==> src/rtl/dither_requant_4_pkg.sv <==
// Shared constants and saturating requantization helper for the 4-lane dither requantizer.
package dither_requant_4_pkg;

  localparam int unsigned DITHER_W = 9;
  localparam logic [DITHER_W-1:0] DITHER_ZERO = 9'h100;

  typedef struct packed {
    logic               clip;
    logic signed [63:0] q;
  } sat_t;

  // Floor shift by sh, then clamp to the signed ow-bit range; clip flags a clamp.
  function automatic sat_t sat_shift(input logic signed [63:0] s,
                                     input int unsigned sh,
                                     input int unsigned ow);
    sat_t               res;
    logic signed [63:0] q;
    logic signed [63:0] hi;
    logic signed [63:0] lo;
    q        = s >>> sh;
    hi       = (64'sd1 <<< (ow - 1)) - 64'sd1;
    lo       = -(64'sd1 <<< (ow - 1));
    res.clip = 1'b1;
    if (q > hi) begin
      res.q = hi;
    end else if (q < lo) begin
      res.q = lo;
    end else begin
      res.q    = q;
      res.clip = 1'b0;
    end
    return res;
  endfunction

endpackage

==> src/rtl/dither_requant_4_lane.sv <==
// One lane: register sample and signed dither, add scaled dither plus rounding half, floor-shift and saturate.
module dither_requant_lane
  import dither_requant_4_pkg::*;
#(
  parameter int unsigned IW = 24,
  parameter int unsigned OW = 16
) (
  input  logic                c,
  input  logic                r,
  input  logic [IW-1:0]       x,
  input  logic [DITHER_W-1:0] d,
  input  logic                dither_en,
  output logic [OW-1:0]       y,
  output logic                clip
);

  localparam int unsigned SH = IW - OW;

  if (IW < OW + 8) begin : g_width_check
    $error("dither_requant_lane: IW-OW must be at least 8");
  end

  logic signed [IW-1:0]     x1;
  logic signed [DITHER_W:0] ds1;
  logic signed [IW+1:0]     s2;
  logic signed [IW+1:0]     xe;
  logic signed [IW+1:0]     de;
  logic signed [IW+1:0]     half;
  sat_t                     sat;
  logic                     unused_q;

  always_ff @(posedge c) begin
    if (r) begin
      x1  <= '0;
      ds1 <= '0;
      s2  <= '0;
      y   <= '0;
    end else begin
      x1  <= x;
      ds1 <= dither_en ? $signed({1'b0, d}) - $signed({1'b0, DITHER_ZERO}) : '0;
      s2  <= xe + de + half;
      y   <= sat.q[OW-1:0];
    end
  end

  // Dither is aligned so its LSB sits 8 bits below the output LSB.
  always_comb begin
    xe   = {{2{x1[IW-1]}}, x1};
    de   = {{(IW + 2 - DITHER_W - 1){ds1[DITHER_W]}}, ds1} <<< (SH - 8);
    half = (IW + 2)'(1) << (SH - 1);
    sat  = sat_shift({{(64 - IW - 2){s2[IW+1]}}, s2}, SH, OW);
    clip = sat.clip;
  end

  assign unused_q = ^sat.q[63:OW];

endmodule

==> src/rtl/dither_requant_4.sv <==
// Four-lane dithered requantizer: lane datapaths plus valid pipeline, sticky clip flags and clip counter.
module dither_requant_4
  import dither_requant_4_pkg::*;
#(
  parameter int unsigned IW = 24,
  parameter int unsigned OW = 16
) (
  input  logic                c,
  input  logic                r,
  input  logic                v_in,
  input  logic [IW-1:0]       x0,
  input  logic [IW-1:0]       x1,
  input  logic [IW-1:0]       x2,
  input  logic [IW-1:0]       x3,
  input  logic [DITHER_W-1:0] d0,
  input  logic [DITHER_W-1:0] d1,
  input  logic [DITHER_W-1:0] d2,
  input  logic [DITHER_W-1:0] d3,
  input  logic                dither_en,
  input  logic                clip_clr,
  output logic                v_out,
  output logic [OW-1:0]       y0,
  output logic [OW-1:0]       y1,
  output logic [OW-1:0]       y2,
  output logic [OW-1:0]       y3,
  output logic [3:0]          clip_sticky,
  output logic [15:0]         clip_count
);

  logic [IW-1:0]       xa [4];
  logic [DITHER_W-1:0] da [4];
  logic [OW-1:0]       ya [4];
  logic [3:0]          clip;
  logic [2:0]          vp;

  assign xa[0] = x0;
  assign xa[1] = x1;
  assign xa[2] = x2;
  assign xa[3] = x3;
  assign da[0] = d0;
  assign da[1] = d1;
  assign da[2] = d2;
  assign da[3] = d3;

  for (genvar i = 0; i < 4; i++) begin : g_lane
    dither_requant_lane #(
      .IW(IW),
      .OW(OW)
    ) u_lane (
      .c        (c),
      .r        (r),
      .x        (xa[i]),
      .d        (da[i]),
      .dither_en(dither_en),
      .y        (ya[i]),
      .clip     (clip[i])
    );
  end

  assign y0    = ya[0];
  assign y1    = ya[1];
  assign y2    = ya[2];
  assign y3    = ya[3];
  assign v_out = vp[2];

  // Lane clip is the clamp of the value being loaded into y, so flags update
  // on the same edge that presents the sample with v_out.
  always_ff @(posedge c) begin
    if (r) begin
      vp          <= '0;
      clip_sticky <= '0;
      clip_count  <= '0;
    end else begin
      vp <= {vp[1:0], v_in};
      if (clip_clr) begin
        clip_sticky <= '0;
        clip_count  <= '0;
      end else if (vp[1]) begin
        clip_sticky <= clip_sticky | clip;
        if (|clip && clip_count != '1) begin
          clip_count <= clip_count + 16'd1;
        end
      end
    end
  end

endmodule

==> config.mk <==
export PLATFORM = sky130hd
export DESIGN_NAME = dither_requant_4
export DESIGN_NICKNAME = d
export VERILOG_FILES = /design/src/rtl/dither_requant_4_pkg.sv /design/src/rtl/dither_requant_4_lane.sv /design/src/rtl/dither_requant_4.sv
export SDC_FILE = /design/constraint.sdc
export NUM_CORES = 1
export LEC_CHECK = 0
export CAP_MARGIN = 20
export CORE_ASPECT_RATIO = 2
export CORE_MARGIN = 10
export CORE_UTILIZATION = 45
export DETAILED_ROUTE_END_ITERATION = 7
export GPL_ROUTABILITY_DRIVEN = 0
export PLACE_DENSITY = 0.78
export SLEW_MARGIN = 0
export SYNTH_ARGS = -nofsm -noshare
export SYNTH_HDL_FRONTEND = slang
export SYNTH_SLANG_ARGS = --single-unit
==> constraint.sdc <==
create_clock -name c -period 3.92 [get_ports c]
set_clock_uncertainty 0.1 [all_clocks]
set_input_delay 0.392 -clock c [delete_from_list [all_inputs] [get_ports c]]
set_output_delay 0.392 -clock c [all_outputs]
set_load 0.005 [all_outputs]
==> flow_metrics.env <==
export IMPL_crit_path_max_incr_delay_ps=560
export IMPL_synth_distinct_cells=95
export IMPL_clk_pin_slew_ps=70
export IMPL_syn_cell_area_um2=14190
export IMPL_rows=91
export IMPL_ys_flop_type="dfxtp_1"
export IMPL_p_clk_frac=0.377
export IMPL_required_ps=4290
export IMPL_worstPathMaxFanout=9
export IMPL_cts_htree_levels=1
export IMPL_yosys_area_top_type="dfxtp_1"
export IMPL_grt_pass1_wl_um=60930
export IMPL_path_cells="ha_1, nand3_1, a211oi_2, nor3_4, a21oi_1, nor3_1, or4b_4, nor4_4, and3_2, o21ai_0, a21oi_1"
export IMPL_final_cells=2192
export IMPL_power_frac_comb=0.160
export IMPL_die_y_um=271.1
export IMPL_crit_path_frequent_cell="a21oi_1"
export IMPL_synthArstFlopShare=0
export IMPL_fin_crit_sh=0.9341
export IMPL_synthCells=1543
export IMPL_slew_headroom=0.2762
export IMPL_drt_iter0_markers=509
export IMPL_port_buffers=221
export IMPL_worst_setup_path_start_kind="flop"
export IMPL_rsz0062_at_grt="no"
export IMPL_routed_via_density=5.487
export IMPL_powerDensity_nw_per_um2=393.0
export IMPL_cap_violations=0
export IMPL_ir_drop_uv=331.7
export IMPL_grt_overflow=0
export IMPL_numClockSinks=291
export IMPL_dieWidth_um=145.6
export IMPL_synth_top_cells_by_count="291 x dfxtp_1, 145 x nor2_1, 119 x nor2b_1, 97 x ha_1, 84 x a21oi_1"
export IMPL_synth_warnings=0
export IMPL_drv_slew=0
export IMPL_drive_gt1_frac=0.06486
export IMPL_numCtsBuffers=26
export IMPL_seq_area_frac_synth=0.4107
export IMPL_finalNetCount=1989
export IMPL_r2r_slack_ps=260
export IMPL_ant_nets=0
export IMPL_vias=12030
export IMPL_synth_nets=1777
export IMPL_outcome="finished, final reports clean"
export IMPL_p_int_mw=5.186
export IMPL_fin_tns_setup_ps=0
export IMPL_max_freq_mhz=273.1
export IMPL_drc=0
export IMPL_seqCellArea_um2=5828
export IMPL_synth_most_common_cell="dfxtp_1"
export IMPL_fillers=2707
export IMPL_synth_edf_count=0
export IMPL_slowest_stage="or4b_4"
export IMPL_routedWlPerCell_um=17.47
export IMPL_initial_core_util=0.4581
export IMPL_worstMarginPinSlew_ps=1086
export IMPL_grt_max_degree=104
export IMPL_cts_root_buf="clkbuf_16"
export IMPL_clock_path_buffers=3
export IMPL_period_needed_ps=3662
export IMPL_p_switching_mw=1.800
export IMPL_coreArea_um2=30970
export IMPL_clock_latency_ps=550
export IMPL_cellLeakagePower_nw=7.102
export IMPL_ys_seq_elements=291
export IMPL_syn_mean_instance_area_um2=9.194
export IMPL_firstDrtPassIters=6
export IMPL_first_global_vias=12350
export IMPL_multiInputGateArea_um2=8128
export IMPL_p_sw_frac=0.2577
export IMPL_track_usage=0.1868
export IMPL_synth_area_top_cells="dfxtp_1 41%, ha_1 8.6%, nor2b_1 5.2%, xnor2_1 4.3%, nor2_1 3.8%"
export IMPL_dp_cells=2142
export IMPL_critPathKind="flop to flop"
export IMPL_io_pin_count=222
export IMPL_critPathCaptureType="flop"
export IMPL_antenna_found_initial=1
export IMPL_synth_top_area_frac=0.4107
export IMPL_drt_wl_total_um=38300
export IMPL_hold_violations=0
export IMPL_cts_hold_buf=0
export IMPL_setup_viol=0
export IMPL_area_growth_pct=25.30
export IMPL_cp_arrival_ps=4030
export IMPL_min_path_type="input port to flop"
export IMPL_dieArea_um2=39460
export IMPL_seq_power_share=0.463
export IMPL_hpwl_um=29970
export IMPL_cts_tree="built"
==> cell type report <==
| class | instances | share of cell area |
|---|---|---|
| Antenna cell | 1 | 0.0001408 |
| Clock inverter | 17 | 0.01147 |
| Clock buffer | 29 | 0.03836 |
| Tap cell | 418 | 0.02942 |
| Multi-Input combinational cell | 1181 | 0.4572 |
| Timing Repair Buffer | 239 | 0.1321 |
| Sequential cell | 291 | 0.3279 |
| Inverter | 16 | 0.003379 |
==> sequential cells by signal, indices dropped and copies added, names as in the netlist <==
| register | flops |
|---|---|
| clip_count | 16 |
| clip_sticky | 4 |
| g_lane.u_lane.ds1 | 36 |
| g_lane.u_lane.s2 | 72 |
| g_lane.u_lane.x1 | 96 |
| g_lane.u_lane.y | 64 |
| vp | 3 |
==> layout by cell type (no fill, tap or decap), types with 7 or more instances in the layout <==
cell	synthesis	final
dfxtp_1	291	289
clkdlybuf4s50_1	0	220
nor2_1	145	145
nor2b_1	119	118
ha_1	97	97
a21oi_1	84	84
nand2_1	82	82
o21a_1	72	72
xnor2_1	70	69
o21ai_0	60	58
xor2_1	51	51
and2_1	44	44
nand3_1	35	35
nor3_1	30	30
a21o_1	27	27
clkbuf_16	0	26
nand4_1	24	24
or3_1	21	21
buf_4	1	18
inv_1	16	16
and3_1	16	16
a31oi_1	12	11
a211oi_1	11	11
o21bai_1	11	11
nand2b_1	11	11
nor4_1	8	8
o22ai_1	7	7
mux2i_1	7	7
==> timing repair <==
| item | 4_1_cts | 5_1_grt |
|---|---|---|
| resized for setup | 0 | 12 |
| setup endpoints to repair | 0 | 9 |
| setup buffers | 0 | 1 |
==> metal layers <==
layer	track usage	share of wire	up-vias
li1	-	-	5879
met1	0.1640	0.34	5602
met4	0.1251	0.069	0
met3	0.03010	0.045	155
met5	0	0	-
met2	0.3735	0.55	391
==> power groups by stage <==
stage,sequential (mW),combinational [mW],clock [mW]
3_5_place_dp,3.30,1.11,0
5_1_grt,3.25,1.23,2.79
3_3_place_gp,3.29,1.08,0
4_1_cts,3.23,1.11,2.70
6_report,3.23,1.12,2.63
2_1_floorplan,3.28,0.650,0
==> worst max-delay path: cells and delay by family, from the launching register on <==
family                   cells  cell delay, ps
AO/OA/AOI/OAI                4            1040
adder cells (fa/ha/maj)      1             470
flip-flops                   1             350
AND/OR/NAND/NOR              6            1620
==> worst paths after layout <==
path,from,to,cells after the start
worst max register to register,g_lane[2].u_lane.ds1[8],g_lane[2].u_lane.s2[24],11
worst min register to register,g_lane[3].u_lane.s2[9],g_lane[3].u_lane.y[1],1
worst max-delay path,g_lane[2].u_lane.ds1[8],g_lane[2].u_lane.s2[24],11
worst min-delay path,r,vp[2],2
==> cell families after synthesis <==
group           after synthesis  share of synthesized area
mux                           9                   0.006527
simple gates                590                     0.2257
xor+xnor                    122                    0.07638
flops                       291                     0.4107
fa+ha+maj                    97                    0.08555
compound gates              363                     0.1753
buf+inv                      71                    0.01993
==> through the flow <==
step / instance area (um^2) / hold WS [ps] / setup slack (ps) / utilization / power, mW
5_1_grt: 17780 / 267.1 / 11.91 / 0.5740 / 7.262
2_1_floorplan: 14190 / 313.8 / 430.5 / - / 3.929
6_report: 17780 / 245.7 / 258.5 / 0.5740 / 6.986
4_1_cts: 17700 / 243.1 / 129.8 / 0.5716 / 7.047
3_3_place_gp: 16810 / 320.5 / 329.4 / 0.5429 / 4.374
3_5_place_dp: 16810 / 326.0 / 185.9 / 0.5429 / 4.405
Power figures use the tool's default switching activity.
